File: config.mk
export PLATFORM = sky130hd
export DESIGN_NAME = fetch_queue_flat
export DESIGN_NICKNAME = d
export VERILOG_FILES = /design/src/rtl/fetch_pkg.sv /design/src/rtl/fetch_queue_if.sv /design/src/rtl/fetch_fifo.sv /design/src/rtl/fetch_queue.sv /design/src/flat_wrapper.sv
export SDC_FILE = /design/constraint.sdc
export NUM_CORES = 1
export LEC_CHECK = 0
export CORE_MARGIN = 4
export CORE_UTILIZATION = 56
export CTS_BUF_LIST = sky130_fd_sc_hd__clkbuf_4 sky130_fd_sc_hd__clkbuf_8 sky130_fd_sc_hd__clkbuf_16
export CTS_CLUSTER_SIZE = 30
export DETAILED_ROUTE_END_ITERATION = 8
export HOLD_SLACK_MARGIN = 0.15
export PLACE_DENSITY_LB_ADDON = 0.15
export SETUP_SLACK_MARGIN = 0.02
export SLEW_MARGIN = 40
export SYNTH_ARGS = -nofsm -noshare
export SYNTH_HDL_FRONTEND = slang
export SYNTH_SLANG_ARGS = --single-unit
File: constraint.sdc
create_clock -name clk -period 8.4 [get_ports clk]
set_input_delay 1.26 -clock clk [delete_from_list [all_inputs] [get_ports clk]]
set_output_delay 1.26 -clock clk [all_outputs]
set_load 0.02 [all_outputs]
File: src/rtl/fetch_pkg.sv
// Shared types and constants for the fetch_queue prefetching instruction fetcher.
package fetch_pkg;

  localparam int INSTR_BYTES = 4;
  localparam int ENTRY_XLEN  = 32;

  typedef enum logic [1:0] {
    IDLE    = 2'd0,
    WAIT    = 2'd1,
    DISCARD = 2'd2
  } fetch_state_e;

  typedef struct packed {
    logic [ENTRY_XLEN-1:0] pc;
    logic [ENTRY_XLEN-1:0] instr;
  } fetch_entry_t;

endpackage

File: src/rtl/fetch_queue_if.sv
// Instruction-memory request bus plus decode-side valid/ready handshake of fetch_queue.
interface fetch_queue_if #(
  parameter int XLEN        = 32,
  parameter int QUEUE_DEPTH = 4
);
  localparam int CW = $clog2(QUEUE_DEPTH + 1);

  logic [XLEN-1:0] imem_addr;
  logic            imem_req;
  logic            imem_ack;
  logic [XLEN-1:0] imem_rdata;
  logic            out_valid;
  logic            out_ready;
  logic [XLEN-1:0] out_instr;
  logic [XLEN-1:0] out_pc;
  logic [CW-1:0]   queue_count;

  modport master (
    output imem_addr, imem_req, out_valid, out_instr, out_pc, queue_count,
    input  imem_ack, imem_rdata, out_ready
  );

  modport slave (
    input  imem_addr, imem_req, out_valid, out_instr, out_pc, queue_count,
    output imem_ack, imem_rdata, out_ready
  );
endinterface

File: src/rtl/fetch_fifo.sv
// Synchronous FIFO with flush, occupancy count and a registered head entry that
// is valid the cycle after the first write into an empty queue.
module fetch_fifo #(
  parameter int DATA_W = 64,
  parameter int DEPTH  = 4
) (
  input  logic                         clk,
  input  logic                         rst,
  input  logic                         flush,
  input  logic                         push,
  input  logic [DATA_W-1:0]            wdata,
  input  logic                         pop,
  output logic                         head_vld,
  output logic [DATA_W-1:0]            head_data,
  output logic [$clog2(DEPTH+1)-1:0]   count
);
  localparam int CW = $clog2(DEPTH + 1);
  localparam int AW = $clog2(DEPTH);

  logic [DATA_W-1:0] mem [DEPTH];
  logic [AW-1:0]     rd_ptr, wr_ptr, rd_next;
  logic [CW-1:0]     count_q, count_next;
  logic              head_from_wdata;

  always_comb begin
    count_next      = count_q + CW'(push) - CW'(pop);
    rd_next         = rd_ptr + AW'(pop);
    // Only the entry being written this cycle will remain: bypass the array.
    head_from_wdata = (count_q == CW'(pop));
  end

  always_ff @(posedge clk) begin
    if (push && !flush) mem[wr_ptr] <= wdata;
  end

  always_ff @(posedge clk or posedge rst) begin
    if (rst) begin
      rd_ptr    <= '0;
      wr_ptr    <= '0;
      count_q   <= '0;
      head_vld  <= 1'b0;
      head_data <= '0;
    end else if (flush) begin
      rd_ptr   <= '0;
      wr_ptr   <= '0;
      count_q  <= '0;
      head_vld <= 1'b0;
    end else begin
      rd_ptr   <= rd_next;
      wr_ptr   <= wr_ptr + AW'(push);
      count_q  <= count_next;
      head_vld <= (count_next != '0);
      if (count_next != '0)
        head_data <= head_from_wdata ? wdata : mem[rd_next];
    end
  end

  assign count = count_q;

endmodule

File: src/rtl/fetch_queue.sv
// Decoupled instruction fetcher: request FSM to instruction memory feeding a
// prefetch FIFO towards decode. Define FETCH_PERF_EN to add perf counters.
module fetch_queue
  import fetch_pkg::*;
#(
  parameter int              XLEN        = 32,
  parameter logic [XLEN-1:0] PC_RESET    = '0,
  parameter int              QUEUE_DEPTH = 4
) (
  input  logic            clk,
  input  logic            rst,
  input  logic            wb_change_pc,
  input  logic [XLEN-1:0] wb_next_pc,
  input  logic            ex_change_pc,
  input  logic [XLEN-1:0] ex_next_pc,
  fetch_queue_if.master   bus
`ifdef FETCH_PERF_EN
  ,
  output logic [31:0]     perf_discard_count,
  output logic [31:0]     perf_empty_cycles
`endif
);
  localparam int              CW   = $clog2(QUEUE_DEPTH + 1);
  localparam logic [XLEN-1:0] STEP = XLEN'(INSTR_BYTES);

  fetch_state_e      state_q, state_d;
  logic [XLEN-1:0]   addr_q, addr_d;
  logic [XLEN-1:0]   pend_q, pend_d;
  logic              redirect;
  logic [XLEN-1:0]   target;
  logic              push, pop;
  logic              head_vld;
  logic [2*XLEN-1:0] head_data;
  logic [2*XLEN-1:0] wdata;
  logic [CW-1:0]     count;
  logic [CW:0]       fill_after;

  always_comb begin
    redirect   = wb_change_pc | ex_change_pc;
    target     = wb_change_pc ? wb_next_pc : ex_next_pc;
    pop        = head_vld & bus.out_ready;
    fill_after = {1'b0, count} + (CW+1)'(1) - (CW+1)'(pop);
    wdata      = {addr_q, bus.imem_rdata};
  end

  always_comb begin
    state_d = state_q;
    addr_d  = addr_q;
    pend_d  = pend_q;
    push    = 1'b0;
    unique case (state_q)
      IDLE: begin
        if (redirect) begin
          state_d = WAIT;
          addr_d  = target;
        end else if (count < CW'(QUEUE_DEPTH)) begin
          state_d = WAIT;
        end
      end
      WAIT: begin
        if (bus.imem_ack) begin
          if (redirect) begin
            addr_d = target;
          end else begin
            push   = 1'b1;
            addr_d = addr_q + STEP;
            // Only keep requesting if the response is guaranteed a free slot.
            if (fill_after >= (CW+1)'(QUEUE_DEPTH)) state_d = IDLE;
          end
        end else if (redirect) begin
          state_d = DISCARD;
          pend_d  = target;
        end
      end
      DISCARD: begin
        if (bus.imem_ack) begin
          state_d = WAIT;
          addr_d  = redirect ? target : pend_q;
        end else if (redirect) begin
          pend_d = target;
        end
      end
      default: state_d = IDLE;
    endcase
  end

  always_ff @(posedge clk or posedge rst) begin
    if (rst) begin
      state_q <= IDLE;
      addr_q  <= PC_RESET;
      pend_q  <= PC_RESET;
    end else begin
      state_q <= state_d;
      addr_q  <= addr_d;
      pend_q  <= pend_d;
    end
  end

  // Stage boundary: memory response -> prefetch queue -> decode
  fetch_fifo #(
    .DATA_W (2*XLEN),
    .DEPTH  (QUEUE_DEPTH)
  ) u_fifo (
    .clk       (clk),
    .rst       (rst),
    .flush     (redirect),
    .push      (push),
    .wdata     (wdata),
    .pop       (pop),
    .head_vld  (head_vld),
    .head_data (head_data),
    .count     (count)
  );

  assign bus.imem_req    = (state_q != IDLE);
  assign bus.imem_addr   = addr_q;
  assign bus.out_valid   = head_vld;
  assign bus.out_pc      = head_data[2*XLEN-1:XLEN];
  assign bus.out_instr   = head_data[XLEN-1:0];
  assign bus.queue_count = count;

`ifdef FETCH_PERF_EN
  logic drop;

  function automatic logic [31:0] sat_inc(input logic [31:0] v, input logic en);
    return (en && (v != '1)) ? v + 32'd1 : v;
  endfunction

  // A response is dropped when it lands with a redirect or after one.
  assign drop = bus.imem_ack & (((state_q == WAIT) & redirect) | (state_q == DISCARD));

  always_ff @(posedge clk or posedge rst) begin
    if (rst) begin
      perf_discard_count <= '0;
      perf_empty_cycles  <= '0;
    end else begin
      perf_discard_count <= sat_inc(perf_discard_count, drop);
      perf_empty_cycles  <= sat_inc(perf_empty_cycles, !head_vld && bus.out_ready);
    end
  end
`endif

endmodule
File: src/flat_wrapper.sv
// flat-port wrapper written by rule: the top's interface ports become plain ports
module fetch_queue_flat import fetch_pkg::*;
#(
  parameter int              XLEN        = 32,
  parameter logic [XLEN-1:0] PC_RESET    = '0,
  parameter int              QUEUE_DEPTH = 4
)
  (clk, rst, wb_change_pc, wb_next_pc, ex_change_pc, ex_next_pc, bus_imem_addr, bus_imem_req, bus_out_valid, bus_out_instr, bus_out_pc, bus_queue_count, bus_imem_ack, bus_imem_rdata, bus_out_ready);
  fetch_queue_if #(.XLEN(XLEN), .QUEUE_DEPTH(QUEUE_DEPTH)) bus_i ();
  input  logic clk;
  input  logic rst;
  input  logic wb_change_pc;
  input  logic [XLEN-1:0] wb_next_pc;
  input  logic ex_change_pc;
  input  logic [XLEN-1:0] ex_next_pc;
  output wire logic [$bits(bus_i.imem_addr)-1:0] bus_imem_addr;
  output wire logic [$bits(bus_i.imem_req)-1:0] bus_imem_req;
  output wire logic [$bits(bus_i.out_valid)-1:0] bus_out_valid;
  output wire logic [$bits(bus_i.out_instr)-1:0] bus_out_instr;
  output wire logic [$bits(bus_i.out_pc)-1:0] bus_out_pc;
  output wire logic [$bits(bus_i.queue_count)-1:0] bus_queue_count;
  input wire logic [$bits(bus_i.imem_ack)-1:0] bus_imem_ack;
  input wire logic [$bits(bus_i.imem_rdata)-1:0] bus_imem_rdata;
  input wire logic [$bits(bus_i.out_ready)-1:0] bus_out_ready;
  assign bus_imem_addr = bus_i.imem_addr;
  assign bus_imem_req = bus_i.imem_req;
  assign bus_out_valid = bus_i.out_valid;
  assign bus_out_instr = bus_i.out_instr;
  assign bus_out_pc = bus_i.out_pc;
  assign bus_queue_count = bus_i.queue_count;
  assign bus_i.imem_ack = bus_imem_ack;
  assign bus_i.imem_rdata = bus_imem_rdata;
  assign bus_i.out_ready = bus_out_ready;
  fetch_queue #(.XLEN(XLEN), .PC_RESET(PC_RESET), .QUEUE_DEPTH(QUEUE_DEPTH)) u_core (.clk(clk), .rst(rst), .wb_change_pc(wb_change_pc), .wb_next_pc(wb_next_pc), .ex_change_pc(ex_change_pc), .ex_next_pc(ex_next_pc), .bus(bus_i));
endmodule
# [Yosys cells after proc, flatten, opt, wreduce, memory -nomap -nowiden]
# Memory sizes are Yosys's and may differ from the RTL's.
# Cells that the tools add are included.
[classes] n_mux=25 bitwise_logic=4 n_reduce_logical=11 order_cmp=2 addsub=7 eq_ne=10
[ops] op="two-way mux 32 bit" count=6
[ops] op="case mux 32 bit (3 select lines)" count=1
[ops] op="two-way mux 64 bit" count=1
[ops] op="adder 32 x 3 -> 32 bit (second input constant)" count=1
[ops] op="two-way mux 2 bit" count=9
[ops] op="two-way mux 1 bit" count=6
[ops] op="!= test 3 x 1 -> 1 bit (second input constant)" count=2
[ops] op="case mux 2 bit (3 select lines)" count=1
[ops] op="nonzero test 3 bit" count=2
[ops] op="AND reduction 5 bit" count=1
[ops] op="adder 2 x 1 -> 2 bit" count=2
[ops] op="adder 3 x 1 -> 4 bit (second input constant)" count=1
[ops] op="greater-or-equal comparator 4 x 3 -> 1 bit (second input constant)" count=1
[ops] op="!= test 2 bit (second input constant)" count=2
[ops] op="AND reduction 2 bit" count=2
[ops] op="AND reduction 4 bit" count=1
[ops] op="subtractor 4 x 1 -> 4 bit" count=1
[ops] op="adder 3 x 1 -> 3 bit" count=1
[ops] op="== test 3 x 1 -> 1 bit" count=1
[ops] op="< comparator 3 bit (second input constant)" count=1
[ops] op="two-way mux 3 bit" count=1
[ops] op="!= test 3 x 2 -> 1 bit (second input constant)" count=1
[ops] op="!= test 3 bit (second input constant)" count=1
[ops] op="subtractor 3 x 1 -> 3 bit" count=1
[ops] op="11 further kinds" count=12
[word_totals] out_inout_bits=101 word_cells=68 memories=1 inputBits=102 ff_bits=138 mem_bits_rw=256
[mem_list] memory="u_core.u_fifo.mem" depth=4 width=64 rd=1 rd_clocked_by_memory_dff=0 write_ports=1 line_no="fetch_fifo.sv:20" source="logic [DATA_W-1:0] mem [DEPTH];"

# [Depth between registers and ports, before layout]
# Gate-level depths: netlist of the first run.
[logic_depth] ltp_word=8 depth_mapped=16 depth_no_buf=13

# [Modules after synthesis]
# Synthesis of the first run repeated with hierarchy kept, for this count alone.
[unflattened] cells_unflattened=1274 area_unflattened_um2=17190.2
[modules_own_cells] module="fetch_fifo" instances=1 cells_each=719 seq_area_each_um2=9489.1 area_per_inst_um2=12503.2
[modules_own_cells] module="fetch_queue" instances=1 cells_each=555 seq_area_each_um2=1651.6 area_per_inst_um2=4687.0

# [Worst setup path after synthesis of the first run]
# Ideal clock, no wire load.
[synth_path] kind="input -> register" start="in wb_change_pc" end="mem u_core.u_fifo.mem[1][0] (enable)" slack_ps=1414 setup_ps=578 n_path_buf=1 required_ps=7822 path_stages=3 arrival_ps=6408 path_cell_list="buf_4 > nand4bb_4 > nor3b_1"
[synth_between] elab_chain_cells=7 word_cells_on_any_way=8 classes_between="5 x mux; 1 x bitwise; 2 x reduce/logical"
[synth_lines] item="start, declared" line_no="flat_wrapper.sv:12" source="input logic wb_change_pc;"
[synth_lines] item="OR 1 bit (*)" line_no="fetch_queue.sv:39" source="redirect = wb_change_pc | ex_change_pc;"
[synth_lines] item="two-way mux 1 bit" line_no="fetch_queue.sv:62" source="if (redirect) begin"
[synth_lines] item="two-way mux 1 bit" line_no="fetch_queue.sv:61" source="if (bus.imem_ack) begin"
[synth_lines] item="two-way mux 1 bit" line_no="fetch_queue.sv:51" source="unique case (state_q)"
[synth_lines] item="logical AND 1 bit (*)" line_no="fetch_fifo.sv:33" source="if (push && !flush) mem[wr_ptr] <= wdata;"
[synth_lines] item="two-way mux 1 bit (*)" line_no="fetch_fifo.sv:33"
[synth_lines] item="two-way mux 1 bit (implied by the code) (*)" line_no="fetch_fifo.sv:33"
[synth_lines] item="end, declared" line_no="fetch_fifo.sv:20"
# Mark *: on every way between the ends. The rest lies on a longest branch, timed or not.

# [Final worst setup path of the first run]
[layout_path] start="in ex_change_pc" end="reg u_core.u_fifo.head_data[26]"
[layout_between] elab_chain_cells=8 word_cells_on_any_way=9 classes_between="2 x add/sub; 3 x mux; 2 x bitwise; 2 x reduce/logical"
[layout_lines] item="start, declared" line_no="flat_wrapper.sv:14" source="input logic ex_change_pc;"
[layout_lines] item="OR 1 bit (*)" line_no="fetch_queue.sv:39"
[layout_lines] item="two-way mux 1 bit" line_no="fetch_queue.sv:62"
[layout_lines] item="two-way mux 1 bit" line_no="fetch_queue.sv:61"
[layout_lines] item="two-way mux 1 bit" line_no="fetch_queue.sv:51"
[layout_lines] item="adder 3 x 1 -> 3 bit" line_no="fetch_fifo.sv:26" source="count_next = count_q + CW'(push) - CW'(pop);"
[layout_lines] item="subtractor 3 x 1 -> 3 bit" line_no="fetch_fifo.sv:26"
[layout_lines] item="nonzero test 3 bit" line_no="fetch_fifo.sv:53" source="if (count_next != '0)"
[layout_lines] item="AND reduction 2 bit (no source line) (*)"
[layout_lines] item="end signal, assigned" line_no="fetch_fifo.sv:54" source="head_data <= head_from_wdata ? wdata : mem[rd_next];"
[layout_lines] item="end, declared" line_no="fetch_fifo.sv:14" source="output logic [DATA_W-1:0] head_data,"
# Marked as above.
# A chain may end at the register's enable or synchronous reset.

==> results of run 1 <==
[where the power goes]
group	switching (mW)	internal, mW	leakage (nW)
Clock	0.721	1.07	0.676
Sequential	0.429	2.51	3.92
Combinational	1.21	0.963	2.83
[kinds of logic after synthesis]
| logic type | count (synthesis) | synth area share, % |
|---|---|---|
| xor gates and xnor gates | 11 | 0.559 |
| muxes | 111 | 11.2 |
| and+or+nand+nor | 393 | 10.2 |
| AOI/OAI and AO/OA | 254 | 9.54 |
| adders and majority gates | 12 | 0.915 |
| buffers and inverters | 105 | 2.93 |
| DFF | 394 | 64.7 |
[layer usage]
layer,vias up,wire length [µm],GRT usage (%)
met3,64,3060,3.89
met2,478,19500,39.5
li1,5205,-,-
met4,0,782,5.99
met5,-,0,0
met1,5710,17100,34.3
[flip-flops by register name, summed over array words and instances, names as in the netlist]
register / count
u_core.bus.imem_addr: 32
u_core.pend_q: 32
u_core.state_q: 2
u_core.u_fifo.count: 3
u_core.u_fifo.head_data: 64
u_core.u_fifo.head_vld: 1
u_core.u_fifo.mem: 256
u_core.u_fifo.rd_ptr: 2
u_core.u_fifo.wr_ptr: 2
[worst reg2reg max path, stage by stage, from the launching register on]
cell and delay [ps]:
dfrtp_1 430, inv_1 100, ha_1 140, buf_4 280, nand4bb_4 210, ha_1 320, inv_1 60, ha_1 140
inv_1 50, fa_1 370, xor2_1 160, xnor2_1 180, a31oi_4 660, buf_4 610, nor2_1 100, a31oi_1 170
[cell type report]
type / instances / area [µm²]
clock buffers: 52 / 1110
clock inverters: 22 / 224
fillers: 2063 / 9030
inverters: 16 / 67.6
multi-input cells: 781 / 5650
flip-flops and latches: 394 / 11100
well taps: 390 / 488
repair buffers: 224 / 2230
[synthesized netlist by cell type (4+ instances only)]
cell	n
nor4_1	4
ha_1	11
and4_1	5
o31ai_1	9
nor2_1	129
and2_1	10
mux2_2	14
a211oi_1	4
a31oi_1	73
nand3_1	21
a22o_1	4
o211ai_1	8
nand2b_1	4
buf_4	11
inv_1	16
mux2i_1	33
a2bb2oi_1	5
a22oi_1	11
and3_1	8
a21oi_1	57
nor3_1	12
xor2_1	7
nand2_1	176
clkbuf_1	31
o221ai_1	5
edfxtp_1	256
o21ai_0	43
buf_2	42
mux4_2	64
xnor2_1	4
nand4_1	7
o22ai_1	5
dfrtp_1	138
[stage by stage]
step,power [mW],util [%]
after floorplan,4.19,-
after global placement,5.07,65.1
after detailed placement,5.13,65.2
after CTS,6.93,69.7
after global routing,7.26,69.8
final,6.90,69.8
[final timing paths]
| kind | end | start | slack, ps |
|---|---|---|---|
| worst min-delay path | u_core.pend_q[19] | u_core.pend_q[19] | 510 |
| max in group asynchronous | u_core.bus.imem_addr[22] | rst | 6090 |
| worst max-delay path | u_core.u_fifo.head_data[26] | ex_change_pc | 3880 |
| worst max register to register | u_core.u_fifo.head_data[26] | u_core.state_q[1] | 4340 |
| worst min register to register | u_core.pend_q[19] | u_core.pend_q[19] | 510 |
| min in group asynchronous | u_core.u_fifo.head_data[19] | rst | 1230 |
==> impl_metrics.toml, run 1 <==
[drt]
first_pass_iters = 5
wl_per_cell_um = 21.5
ant_nets = 0
drc = 0
drt_iter0_drc = 904
vias_per_cell = 6.10
vias = 11500
drt-total-wl_um = 40500

[setup_path]
critPathRequiredTime_ps = 8840
cp.depth = 14
worstPathCellList = "clkdlybuf4s50_1 > buf_4 > nand4bb_4 > ha_1 > inv_1 > ha_1 > inv_1 > fa_1 > xor2_1 > xnor2_1 > a31oi_4 > buf_4 > nor2_1 > a31oi_1"
crit_path_top_delay_cell = "a31oi_4"
critPathCaptureType = "flip-flop"
path_buf_inv = 5
worstSetupStartpointType = "input pin"
r2r_cells = 15
crit_family = "buffers and inverters"
crit_type = "in -> reg"
crit_fanout = 55
cp_slowest_stage_delay_ps = 660
critPathArrivalTime_ps = 4960

[sta]
maxSlewHeadroom_pct = 42.1
fin_crit_sh_pct = 53.8
min_period_ps = 4520
finalSetupViolCount = 0
final.setup.tns_ps = 0
worst_pin_slew_ps = 864
timing.fmax_mhz = 221
hold_violations = 0
skew_ps = 12.9
fin_ws_ps = 3880
rsz0062_at_grt = "false"
hold_slack_ps = 508
drv_slew = 0

[clock_network]
clock_latency_ps = 530
post-cts-setup-buffers = 0
cts_tree = "done"
postCtsResizedCells = 0
root_buffer = "clkbuf_16"
cts_buffer_depth = 3
holdBufCountCts = 0
cts.sinks = 394
clk_pin_slew_ps = 60
htreeDepth = 2
cts_buffers = 40

[hold_path]
holdPathStages = 1
min_path_type = "reg -> reg"

[cells_and_area]
diodes = 0
layout_common_cells = "256 x edfxtp_1, 201 x clkdlybuf4s50_1, 175 x nand2_1"
final_common_cell = "edfxtp_1"
fin_nets = 1571
area_growth_pct = 21.5
fin_cells = 1879
stdcell_area_um2 = 20900
drive_gt1_share_pct = 13.3

[logic_synthesis]
syn_nets = 1394
syn_avg_cell_area_um2 = 13.5
synth.area.top_cells = "edfxtp_1 45%, dfrtp_1 20%, mux4_2 8.4%"
yosysWarningCount = 0
synthesis.instances = 1280
yosys_most_used_dff = "edfxtp_1"
synth_area_leader_cell = "edfxtp_1"
synth_edf_count = 256
ys_seq_area_share_pct = 64.7
syn_area_um2 = 17200
synth_seq_cells = 394
synth_top_cell_area_share_pct = 44.6
synthArstFlopShare_pct = 35.0
ys_types = 68

[pwr]
power.leakage_nw = 7.43
p_per_area_nw_per_um2 = 330
vdd_ir_drop_max_mv = 0.227

[placed_design]
post-place-cells = 1803
io_buffers = 202
hpwl_um = 24700
place_congestion = 0.895
placed_area_um2 = 19500
pre_cts_slack_ps = 3330

[floorplan]
num_rows = 63
start_util_pct = 57.5
ios = 203
fp.dieArea_um2 = 33600
die_y_um = 183
core_region_area_um2 = 30000
fp.dieW_um = 183

[grt]
antenna_found_initial = 0
grt_max_degree = 84
grt-ovfl-total = 0
grt_pass1_wl_um = 63900
first_global_vias = 11300
grt_usage_pct = 24.0

[outcome]
outcome = "finished, final reports clean"

[run]
cap_violations = 0
(Power assumes the default switching activity.)
==> inputs of run 2 (changes only) <==
--- a/config.mk
+++ b/config.mk
@@ -6,7 +6,7 @@
 export NUM_CORES = 1
 export LEC_CHECK = 0
 export CORE_MARGIN = 4
-export CORE_UTILIZATION = 56
+export CORE_UTILIZATION = 51
 export CTS_BUF_LIST = sky130_fd_sc_hd__clkbuf_4 sky130_fd_sc_hd__clkbuf_8 sky130_fd_sc_hd__clkbuf_16
 export CTS_CLUSTER_SIZE = 30
 export DETAILED_ROUTE_END_ITERATION = 8
==> constraint.sdc (replaced) <==
create_clock -name clk -period 3.62 [get_ports clk]
set_input_delay 0.543 -clock clk [delete_from_list [all_inputs] [get_ports clk]]
set_output_delay 0.543 -clock clk [all_outputs]
set_load 0.02 [all_outputs]
==> run 2 against run 1 <==
  * Register-to-register slack got worse by 3800 ps
  * Sequential power increased by 130%
  * Worst setup slack got worse by 3300 ps
  * Hold slack got worse by 85 ps
  * Global-route usage decreased by 1.2 points
  * Die area grew 9.4%
  * Final cell count increased by 4.5%
  * Critical path type is now reg -> reg
==> impl_metrics.toml, run 2 (synthesized netlist as in run 1, its figures left out) <==
[setup_path]
critPathRequiredTime_ps = 4060
rr_startpoint = "u_core.state_q[1]"
critPathArrivalTime_ps = 3530
cp.depth = 15
ff2ff_setup_slack_ps = 530
r2r_cells = 15
crit_fanout = 22
crit_family = "adder cells"
cp_slowest_stage_delay_ps = 430
worstSetupStartpointType = "flip-flop"
critPathCaptureType = "flip-flop"
crit_path_top_delay_cell = "dfrtp_1"
path_buf_inv = 5
reg2reg_to = "u_core.u_fifo.head_data[22]"
worstPathCellList = "inv_1 > ha_1 > nand4bb_4 > ha_1 > inv_1 > ha_1 > inv_1 > fa_1 > xor2_1 > xnor2_1 > a31oi_4 > buf_12 > buf_12 > nor2_1 > a31oi_1"
crit_type = "reg -> reg"

[cells_and_area]
final_common_cell = "edfxtp_1"
area_growth_pct = 24.0
regMostFlops = "u_core.u_fifo.mem"
fin_nets = 1597
fin_cells = 1963
nFillCells = 2487
reg.largest.list = "u_core.u_fifo.mem x256, u_core.u_fifo.head_data x64"
diodes = 0
final_util_pct = 63.8
drive_gt1_share_pct = 14.6
multiInputGateArea_um2 = 5670
layout_common_cells = "256 x edfxtp_1, 201 x clkdlybuf4s50_1, 175 x nand2_1"
seq_area_um2 = 11100
largest_register_ffs = 256

[clock_network]
holdBufCountCts = 0
post-cts-setup-buffers = 0
cts_tree = "done"
postCtsResizedCells = 0
cts.sinks = 394
htreeDepth = 2
root_buffer = "clkbuf_16"
clock_latency_ps = 530
cts_buffer_depth = 3
cts_buffers = 41
clk_pin_slew_ps = 60

[hold_path]
min_path_type = "in -> async"

[sta]
maxSlewHeadroom_pct = 53.8
skew_ps = 15.2
final.setup.tns_ps = 0
finalSetupViolCount = 0
drv_slew = 0
timing.fmax_mhz = 323
hold_violations = 0
min_period_ps = 3090
worst_pin_slew_ps = 692
fin_crit_sh_pct = 85.4
rsz0062_at_grt = "false"

[drt]
ant_nets = 0
drt-total-wl_um = 42300
vias_per_cell = 5.88
vias = 11500
wl_per_cell_um = 21.5
first_pass_iters = 5
drc = 0
drt_iter0_drc = 890

[outcome]
outcome = "finished, final reports clean"

[floorplan]
start_util_pct = 51.5
fp.dieW_um = 192
core_region_area_um2 = 33400
die_y_um = 192
ios = 203
fp.dieArea_um2 = 36800
num_rows = 67

[placed_design]
io_buffers = 202
place_congestion = 0.875
post-place-cells = 1887
hpwl_um = 26800

[grt]
grt_usage_pct = 22.8
grt_pass1_wl_um = 65600
grt_max_degree = 139
antenna_found_initial = 0
grt-ovfl-total = 0
first_global_vias = 11500

[pwr]
power.leakage_nw = 7.60
vdd_ir_drop_max_mv = 0.403
p_per_area_nw_per_um2 = 760

[run]
cap_violations = 0
## run 2: changes by cell type in the layout (fill, tap and decap cells not counted), moves of 3 or more
cell      previous run  this run
buf_4               16        33
buf_12               3        13
clkinv_2            10         5
clkbuf_4            10        14
buf_6                3         0
clkbuf_8             1         4
clkinv_1             3         6
## run 2: worst max-delay path by stage
stage                            startpoint                     endpoint  slack, ps
after floorplan                wb_change_pc      u_core.u_fifo.mem[1][0]        460
after global placement         bus_imem_ack  u_core.u_fifo.head_data[13]        250
after detailed placement       bus_imem_ack  u_core.u_fifo.head_data[43]        170
after CTS                 u_core.state_q[1]  u_core.u_fifo.head_data[43]        510
after global routing      u_core.state_q[1]  u_core.u_fifo.head_data[42]        370
final                     u_core.state_q[1]  u_core.u_fifo.head_data[22]        530
## run 2: worst reg2reg max path: stages (launching register included)
cell and delay [ps]:
dfrtp_1 430, inv_1 100, ha_1 210, nand4bb_4 160, ha_1 300, inv_1 60
ha_1 130, inv_1 50, fa_1 370, xor2_1 160, xnor2_1 180, a31oi_4 270
buf_12 210, buf_12 180, nor2_1 50, a31oi_1 140
## run 2: where the power goes
part           leakage, nW  total, mW  internal (mW)  switching, mW
clock                0.689       4.21           2.54           1.67
sequential            3.92       6.80           5.83          0.975
combinational         2.99       5.22           2.33           2.89
## run 2: layout make-up
| cell class | count | share of cell area (%) |
|---|---|---|
| sequential | 394 | 52.2 |
| multi-input combinational | 781 | 26.6 |
| timing repair buffer | 249 | 12.0 |
| clock buffer | 60 | 5.67 |
| tap | 448 | 2.63 |
| clock inverter | 15 | 0.721 |
| inverter | 16 | 0.299 |
## run 2: per-stage QoR
stage	setup slack (ps)	hold slack [ps]	power, mW	cell area [µm²]
2_1_floorplan	463	480	9.71	17300
3_3_place_gp	245	489	11.9	20000
3_5_place_dp	165	494	12.1	20000
4_1_cts	511	510	16.3	21300
5_1_grt	368	434	17.1	21400
6_report	528	422	16.2	21400
## run 2: layer usage
layer	GRT usage, %	vias to the layer above	wire, µm
met4	5.99	0	878
met5	0	-	0
met1	32.3	5767	18000
met3	3.64	60	3030
li1	-	5245	-
met2	37.4	469	20400
==> inputs of run 3 (changes only) <==
--- a/config.mk
+++ b/config.mk
@@ -6,10 +6,11 @@
 export NUM_CORES = 1
 export LEC_CHECK = 0
 export CORE_MARGIN = 4
-export CORE_UTILIZATION = 51
+export CORE_UTILIZATION = 57
 export CTS_BUF_LIST = sky130_fd_sc_hd__clkbuf_4 sky130_fd_sc_hd__clkbuf_8 sky130_fd_sc_hd__clkbuf_16
 export CTS_CLUSTER_SIZE = 30
 export DETAILED_ROUTE_END_ITERATION = 8
+export DONT_BUFFER_PORTS = 1
 export HOLD_SLACK_MARGIN = 0.15
 export PLACE_DENSITY_LB_ADDON = 0.15
 export SETUP_SLACK_MARGIN = 0.02
==> run 3 against run 2 <==
  * Power shrank 6.1%
  * Highest routed layer unchanged
  * Non-clock buffer count decreased by 177
  * Clock power rose by 4%
  * Global-route usage up 1.3 points
==> impl_metrics.toml, run 3 (synthesized netlist as in run 1, its figures left out) <==
[sta]
timing.fmax_mhz = 312
rsz0062_at_grt = "false"
finalSetupViolCount = 0
hold_slack_ps = 173
fin_crit_sh_pct = 88.4
worst_pin_slew_ps = 730
hold_violations = 0
skew_ps = 20.2
min_period_ps = 3200
final.setup.tns_ps = 0
drv_slew = 0
maxSlewHeadroom_pct = 51.3

[clock_network]
cts_tree = "done"
root_buffer = "clkbuf_16"
cts.sinks = 394
postCtsResizedCells = 0
clock_latency_ps = 530
cts_buffers = 41
cts_buffer_depth = 3
clk_pin_slew_ps = 60
htreeDepth = 2

[floorplan]
start_util_pct = 58.0
num_rows = 63
ios = 203
die_y_um = 182
core_region_area_um2 = 29700
fp.dieW_um = 182
fp.dieArea_um2 = 33100

[cells_and_area]
reg.largest.list = "u_core.u_fifo.mem x256, u_core.u_fifo.head_data x64"
regMostFlops = "u_core.u_fifo.mem"
layout_common_cells = "256 x edfxtp_1, 175 x nand2_1, 138 x dfrtp_1"
diodes = 0
fin_nets = 1420
final_common_cell = "edfxtp_1"
area_growth_pct = 13.4
fin_cells = 1727
drive_gt1_share_pct = 15.7
largest_register_ffs = 256

[drt]
drt_iter0_drc = 1175
ant_nets = 0
wl_per_cell_um = 23.1
vias = 10800
drc = 0
first_pass_iters = 5
drt-total-wl_um = 40000
vias_per_cell = 6.28

[grt]
antenna_found_initial = 0
first_global_vias = 10900
busiest_layer = "met2"
grt_pass1_wl_um = 63400
grt_use_met2_pct = 38.8
grt-ovfl-total = 0
gr-usage-met1_pct = 35.1
grt_usage_pct = 24.1
grt_max_degree = 139
grt_util_met3_pct = 4.77

[outcome]
outcome = "finished, final reports clean"

[setup_path]
worstSetupStartpointType = "flip-flop"
rr_startpoint = "u_core.state_q[1]"
ff2ff_setup_slack_ps = 420
critPathCaptureType = "flip-flop"
critPathArrivalTime_ps = 3630
crit_type = "reg -> reg"
r2r_cells = 14
crit_fanout = 16
critPathRequiredTime_ps = 4050
reg2reg_to = "u_core.u_fifo.head_data[3]"

[pwr]
combPwrFrac_pct = 22.1
power.share.clock_pct = 28.7
swShare_pct = 35.2
p_switching_mw = 5.37
total_power_mw = 15.2
intPower_mw = 9.87
seqPwrFrac_pct = 49.3
p_per_area_nw_per_um2 = 780
power.leakage_nw = 6.91
vdd_ir_drop_max_mv = 0.428

[hold_path]
holdPathStages = 2
holdPathEnd = "u_core.u_fifo.head_data[14]"
hold_path_startpoint = "bus_imem_rdata[14]"
min_path_type = "in -> reg"

[placed_design]
hpwl_um = 25000
io_buffers = 0
post-place-cells = 1617
place_congestion = 0.849

[run]
cap_violations = 0
[run 3: worst max-delay path by stage]
stage	start	endpoint	slack, ps	depth (start not counted)
floorplan	wb_change_pc	u_core.u_fifo.mem[1][0]	460	3
global placement	u_core.state_q[1]	u_core.u_fifo.head_data[34]	560	14
detailed placement	u_core.state_q[1]	u_core.u_fifo.head_data[3]	440	14
CTS	u_core.state_q[1]	u_core.u_fifo.head_data[3]	420	14
global route	u_core.state_q[1]	u_core.u_fifo.head_data[27]	210	14
finish	u_core.state_q[1]	u_core.u_fifo.head_data[3]	420	14
[run 3: final cells by class]
class | count | area [µm²]
clock buffer | 51 | 1100
tap | 390 | 488
fill | 2162 | 10200
sequential | 394 | 11100
multi-input combinational | 781 | 5670
clock inverter | 23 | 302
inverter | 16 | 63.8
timing repair buffer | 72 | 773
[run 3: through the flow]
| step | utilization (%) | area, µm² | setup WS [ps] |
|---|---|---|---|
| CTS | 65.6 | 19500 | 422 |
| global placement | 59.8 | 17800 | 563 |
| floorplan | - | 17300 | 463 |
| detailed placement | 59.8 | 17800 | 444 |
| finish | 65.7 | 19500 | 420 |
| global route | 65.7 | 19500 | 205 |
[run 3: layer usage]
metal  share of wire, %  vias to the layer above
li1                   -                     4916
met1                 43                     5475
met2                 48                      394
met3                7.1                       61
met4                1.6                        0
met5                  0                        -
[run 3: worst max-delay path, cell delays in order (launching register included)]
cell and delay (ps):
dfrtp_1 430, inv_1 100, ha_1 220, nand4bb_4 220, ha_1 330, inv_1 50, ha_1 130, inv_1 50
fa_1 360, xor2_1 160, xnor2_1 190, a31oi_4 350, buf_4 280, nor2_1 70, a31oi_1 170
[run 3: power groups by stage]
stage	sequential, mW	combinational (mW)	clock [mW]
floorplan	7.18	2.53	0
global placement	7.57	3.19	0
detailed placement	7.61	3.28	0
CTS	7.52	3.35	4.44
global route	7.63	3.75	4.64
finish	7.51	3.37	4.37
[run 3: timing repair]
action                    4_1_cts  5_1_grt
hold buffers                   34        1
setup buffers                   0        0
hold endpoints to repair      137       71
